### src/rtl/fetch_unit.sv
// fetch_unit: PC + direct-mapped I-cache fetch stage feeding the IF->ID queue through a one-entry hold register.
// Ports: clk/rst (sync, active-high), rdy freezes all state; clr/clr_pc redirect;
// IQ_full backpressure; IF_S/IF_Inst/IF_pc push strobe and payload;
// MC_req/MC_addr registered miss request; MC_done/MC_inst memory return.
module fetch_unit #(
  parameter int ICACHE_ENTRIES = 64,
  parameter logic [31:0] RESET_PC = 32'h0
) (
  input  logic        clk,
  input  logic        rst,
  input  logic        rdy,
  input  logic        clr,
  input  logic [31:0] clr_pc,
  input  logic        IQ_full,
  output logic        IF_S,
  output logic [31:0] IF_Inst,
  output logic [31:0] IF_pc,
  output logic        MC_req,
  output logic [31:0] MC_addr,
  input  logic        MC_done,
  input  logic [31:0] MC_inst
);
  localparam int IW = $clog2(ICACHE_ENTRIES);
  localparam int TW = 30 - IW;
  typedef enum logic [1:0] {FETCH, WAIT, DRAIN} state_t;
  state_t state;
  logic [31:0] pc, hold_inst, hold_pc;
  logic hold_v;
  logic [ICACHE_ENTRIES-1:0] line_v;
  logic [TW-1:0] tag_mem [ICACHE_ENTRIES];
  logic [31:0] inst_mem [ICACHE_ENTRIES];
  logic [IW-1:0] idx, fidx;
  logic hit, fill;
  assign idx = pc[IW+1:2];
  assign fidx = MC_addr[IW+1:2];
  assign hit = line_v[idx] && tag_mem[idx] == pc[31:IW+2];
  assign IF_S = hold_v & ~IQ_full & ~clr & rdy;
  assign IF_Inst = hold_inst;
  assign IF_pc = hold_pc;
  // The returned word always belongs to MC_addr, so it is filled even after a redirect.
  assign fill = rdy & MC_done & (state != FETCH);
  always_ff @(posedge clk) begin
    if (!rst && fill) begin
      tag_mem[fidx] <= MC_addr[31:IW+2];
      inst_mem[fidx] <= MC_inst;
    end
  end
  always_ff @(posedge clk) begin
    if (rst) begin
      state <= FETCH;
      pc <= RESET_PC;
      hold_v <= 1'b0;
      hold_inst <= 32'h0;
      hold_pc <= 32'h0;
      MC_req <= 1'b0;
      MC_addr <= 32'h0;
      line_v <= '0;
    end else if (rdy) begin
      if (IF_S) hold_v <= 1'b0;
      if (fill) begin
        line_v[fidx] <= 1'b1;
        MC_req <= 1'b0;
        state <= FETCH;
      end
      if (clr) begin
        pc <= clr_pc;
        hold_v <= 1'b0;
        // An outstanding request must still complete; DRAIN discards nothing but the push.
        if (state == WAIT && !MC_done) state <= DRAIN;
      end else if (state == FETCH) begin
        if (!hit) begin
          MC_req <= 1'b1;
          MC_addr <= pc;
          state <= WAIT;
        end else if (!hold_v || IF_S) begin
          hold_v <= 1'b1;
          hold_inst <= inst_mem[idx];
          hold_pc <= pc;
          pc <= pc + 32'd4;
        end
      end
    end
  end
endmodule

### config.mk
export PLATFORM = sky130hd
export DESIGN_NAME = fetch_unit
export DESIGN_NICKNAME = d
export VERILOG_FILES = /design/src/rtl/fetch_unit.sv
export SDC_FILE = /design/constraint.sdc
export NUM_CORES = 2
export LEC_CHECK = 0
export ABC_AREA = 1
export BUFFER_PORTS_ARGS = -buffer_cell sky130_fd_sc_hd__buf_2
export CAP_MARGIN = 25
export CORE_MARGIN = 8
export CORE_UTILIZATION = 25
export DETAILED_ROUTE_END_ITERATION = 6
export PLACE_DENSITY_LB_ADDON = 0.1
export SLEW_MARGIN = 20
export SYNTH_ARGS = -nofsm -noshare
export SYNTH_HDL_FRONTEND = slang
export SYNTH_SLANG_ARGS = --single-unit
export TNS_END_PERCENT = 20
### constraint.sdc
create_clock -name clk -period 5.4 [get_ports clk]
set_input_delay 0.54 -clock clk [delete_from_list [all_inputs] [get_ports clk]]
set_output_delay 0.54 -clock clk [all_outputs]
set_load 0.02 [all_outputs]
== After elaboration in Yosys (flattened, before gate mapping) ==
Memory sizes are Yosys's and may differ from the RTL's. A register that Yosys moved wholly into a read port is not among the register bits.
Index checks and enable logic that the tools add are counted.

* Flip-flop bits (word level): 164
* Memory bits (writable): 3584
* Logic and storage cells: 67
* Memories: 2

* $add $sub $neg: 1
* Magnitude comparators: 3
* Equality and inequality tests: 2
* Multiplexer cells: 26
* Bitwise gates (word level): 9
* Reduce and logical (&&, ||, !) cells: 17

{| class="wikitable"
|+ Memory list
! name !! depth !! width !! read ports !! clocked after Yosys merged registers in !! wr ports !! RTL line !! RTL
|-
| inst_mem || 64 || 32 || 1 || 1 || 1 || 31 || <nowiki>logic [31:0] inst_mem [ICACHE_ENTRIES];</nowiki>
|-
| tag_mem || 64 || 24 || 1 || 1 || 1 || 30 || <nowiki>logic [TW-1:0] tag_mem [ICACHE_ENTRIES];</nowiki>
|}

{| class="wikitable"
|+ Operators by type and width
! kind !! count
|-
| 32-bit two-way mux || 4
|-
| 64-bit bitwise OR || 1
|-
| 32-bit by 3-bit adder with 32-bit output (second input constant) || 1
|-
| 24-bit == test || 1
|-
| 6-bit by 7-bit < comparator with 1-bit output (second input constant) || 2
|-
| 1-bit two-way mux || 13
|-
| 6-bit two-way mux || 2
|-
| 2-bit two-way mux || 5
|-
| 4-bit AND reduction || 2
|-
| 2-bit nonzero test || 4
|-
| 1-bit binary-select mux with 6-bit select || 1
|-
| 1-bit demux with 6-bit select || 1
|-
| 6-bit by 1-bit >= comparator with 1-bit output (second input constant) || 1
|-
| 1-bit AND || 5
|-
| 5-bit AND reduction || 1
|-
| 1-bit logical AND || 4
|-
| 1-bit logical NOT || 3
|-
| 1-bit inverter || 3
|-
| 2-bit by 1-bit == test with 1-bit output (second input constant) || 1
|-
| 2-bit logical NOT || 1
|-
| 2-bit AND reduction || 1
|-
| 1-bit logical OR || 1
|}

== Longest topological paths before layout ==
* Depth in word-level cells: 11
* Gate-level depth with buffers: 26

== Least setup slack after synthesis ==
Ideal clock, no wire load.

* Kind: input to register
* Start point: in MC_done
* End point: mem inst_mem[11][0] (enable)
* Library setup time: 0.470 ns
* Arrival: 3.850 ns
* Required time: 4.930 ns
* Setup slack: 1.080 ns
* Stages on the path: 5
* Cell sequence: nand3_1 -> nor2_1 -> nand4_1 -> clkbuf_1 -> nor2_1

* Word-level cells in the longest chain between the ends: 5

{| class="wikitable"
|+ Ends and longest elaborated chain
! item !! RTL line !! RTL
|-
| start: declaration || 20 || <nowiki>input logic MC_done,</nowiki>
|-
| 1-bit AND (2 in series) || 41 || <nowiki>assign fill = rdy & MC_done & (state != FETCH);</nowiki>
|-
| 1-bit logical AND || 43 || <nowiki>if (!rst && fill) begin</nowiki>
|-
| 1-bit two-way mux || 43 ||
|-
| 1-bit two-way mux (not written as such) || 45 || <nowiki>inst_mem[fidx] <= MC_inst;</nowiki>
|-
| end: declaration || 31 ||
|}

No other way between the ends.

==> reports/qor.csv <==
stage,metric,value,unit
route,via density per instance,4.95,
floorplan,row cnt,285,
timing,Clock Skews,0.0926,ns
clocking,clock buffer count from CTS,437,
route,DRT iter0 DRCs,10438,
power_and_ir_drop,leakage,58.5,nW
timing,RSZ-0062 raised after global routing,false,
floorplan,Die H,792,µm
finish,P&R area growth vs syn,17.8,%
synth,most numerous cell in the Yosys netlist,edfxtp_1,
critical_path,WP data required,6.26,ns
outcome,status,completed,
route,"antenna viol nets, final",0,
synth,Post-synth top flop,edfxtp_1,
synth,cell count after synthesis,12292,
finish,fraction of layout cells with a size suffix above 1,0.102,
timing,period utilization,0.905,
critical_path,WS Path Type,flop to flop,
power_and_ir_drop,maximum vdd drop,252,µV
global_routing,first-pass GRT wire length,874,mm
power_and_ir_drop,pwr/cell area,374,nW/µm²
placement,HPWL Detailed,336,mm
synth,Synth area leader,edfxtp_1,
clocking,CTS Sinks,3786,
synth,"top cells by count, synth","edfxtp_1, nand2_1, nand3_1",
finish,design area,177000,µm²
global_routing,remaining global-route overflow,0,
critical_path,Critical Path Start Type,flop,
synth,top cell type's share of synthesized area,0.716,
route,DRC,0,
route,1st-pass router iterations,5,
clocking,hold buffer count at CTS,30,
global_routing,total global-route track usage,0.198,
critical_path,crit path DAT,5.75,ns
timing,maximum clock frequency,205,MHz
critical_path,CP max FO,72,
clocking,Clock Pin Slew Worst Setup and Hold Paths,0.07,ns
placement,PortBufs,167,
clocking,Post-CTS Setup Bufs,0,
timing,final worst slack,0.511,ns
placement,global placement routability congestion,0.813,
synth,Yosys Warn Count,0,
synth,synthesized flop and latch total,3786,
floorplan,initial core utilization,0.250,
placement,Area after DPL,162000,µm²
finish,Filler cells,60859,
timing,setup violators final,0,
clocking,cts repair resizes,0,
clocking,worst skew pair latency,1.04,ns
route,Routed WL,646,mm
timing,Slew headroom,0.239,
synth,synth unique cells,37,
route,via count,103351,
synth,sequential area share after synthesis,0.743,
global_routing,largest net degree at the start of global routing,192,
route,Avg WL per Cell,30.9,µm
timing,worst slew pin tran,1.14,ns
timing,Final min period,4.89,ns
global_routing,initial antenna violation count,63,
timing,Pins Over Slew Limit,0,
floorplan,CORE AREA,601000,µm²
synth,syn avg cell area,12.2,µm²
flow_run,Max-Cap Viols,0,
synth,Post-synth EDFFs,3584,
synth,"top cells by area, synth","edfxtp_1, nand2_1, nand3_1",
floorplan,die footprint,627000,µm²
clocking,H-Tree Depth,5,
synth,"FFs w/ async S/R, synth",0,
clocking,root buffer cell,clkbuf_16,
synth,syn_nets,12363,
timing,setup TNS,0,ns
clocking,CTS tree,built,
critical_path,nature of the critical path endpoint,flop,
global_routing,vias in the first global route,100455,
finish,final net count,12530,
clocking,Max Buffers Root-to-Sink,4,
synth,synthesized cell area,150000,µm²
floorplan,Die W,792,µm
placement,Placement Setup Slack,0.511,ns
hold_path,worst min path class,input pin to flop,
floorplan,I/O Pins,168,
timing,final hold vios,0,
[state kept, by name, indices dropped and copies added, names as in the netlist, named ones only]
register / cells
state: 2
line_v: 64
MC_addr: 32
tag_mem: 1536
IF_pc: 32
hold_v: 1
pc: 32
IF_Inst: 32
inst_mem: 2048
MC_req: 1
[worst max-delay path, cell delays in order, from the launching register on]
cell	delay [ns]
dfxtp_4	0.43
inv_8	0.48
buf_4	0.56
nand2_1	0.10
nand3_1	0.09
nand3_1	0.08
nand2_1	0.08
nand2_1	0.05
nand3_1	0.14
nand3_1	0.20
nand3_1	0.13
nand2_1	0.12
nor2_1	0.16
nand3_1	0.20
nor2_2	0.21
nand4_1	0.43
buf_4	0.41
nand3_1	0.10
nand2_1	0.08
nor2_1	0.47
[final timing paths]
check / from / depth (start not counted) / slack (ns) / endpoint
setup reg to reg: flop / 19 / 0.51 / flop
hold / removal: MC_inst[22] / 1 / 0.05 / inst_mem[35][22]$_DFFE_PP_
setup / recovery: flop / 19 / 0.51 / flop
hold reg to reg: line_v[16]$_SDFFE_PP0P_ / 2 / 0.46 / line_v[16]$_SDFFE_PP0P_
[kinds of logic after synthesis]
family                   share of synthesized area
flip-flops                                   0.743
AND/OR/NAND/NOR                              0.151
buffers and inverters                       0.0295
AO/OA/AOI/OAI                               0.0753
adder cells (fa/ha/maj)                  0.0000832
XOR/XNOR                                   0.00117
[routing by layer]
layer	vias up	wire length (µm)	track usage	part of all wire
met5	-	180	0	0.00028
met4	30	20300	0.0567	0.031
met3	872	34900	0.0310	0.054
met2	3278	306000	0.331	0.47
li1	45015	-	-	-
met1	54156	285000	0.267	0.44
[final cells by class]
class / instances / area, µm² / area share
Clock inverter: 225 / 2030 / 0.0115
Clock buffer: 585 / 12000 / 0.0678
Sequential cell: 3786 / 112000 / 0.631
Inverter: 205 / 840 / 0.00474
Antenna cell: 16 / 40.0 / 0.000226
Timing Repair Buffer: 590 / 5650 / 0.0319
Tap cell: 8036 / 10100 / 0.0567
Multi-Input combinational cell: 7439 / 34800 / 0.196
[power breakdown]
| group | switching (mW) | total (mW) | internal, mW | leakage [nW] |
|---|---|---|---|---|
| clock | 12.6 | 29.4 | 16.9 | 6.90 |
| combinational | 3.51 | 4.71 | 1.19 | 19.6 |
| sequential | 0.0954 | 32.1 | 32.0 | 32.0 |
| total | 16.2 | 66.3 | 50.1 | 58.5 |
[cell usage in the layout, fill, tap and decap left out, drive strengths merged, types with 75 or more instances in the layout]
| cell type | count |
|---|---|
| o21ai | 1078 |
| edfxtp | 3584 |
| nand4 | 85 |
| o22ai | 348 |
| buf | 549 |
| inv | 215 |
| o211ai | 75 |
| nor2 | 1282 |
| dfxtp | 202 |
| clkbuf | 585 |
| nand2 | 2561 |
| clkinv | 182 |
| nand3 | 1532 |
| o221ai | 200 |
| a21oi | 146 |
[through the flow]
stage	utilization	hold WS (ns)	power, mW	std cells
floorplan	-	0.423	35.3	12292
global placement	0.270	0.438	37.4	19988
detailed placement	0.270	0.444	37.4	20003
CTS	0.294	0.0134	67.0	20843
global route	0.295	0.0306	68.4	20869
finish	0.295	0.0528	66.3	20882
(Power assumes the default switching activity.)
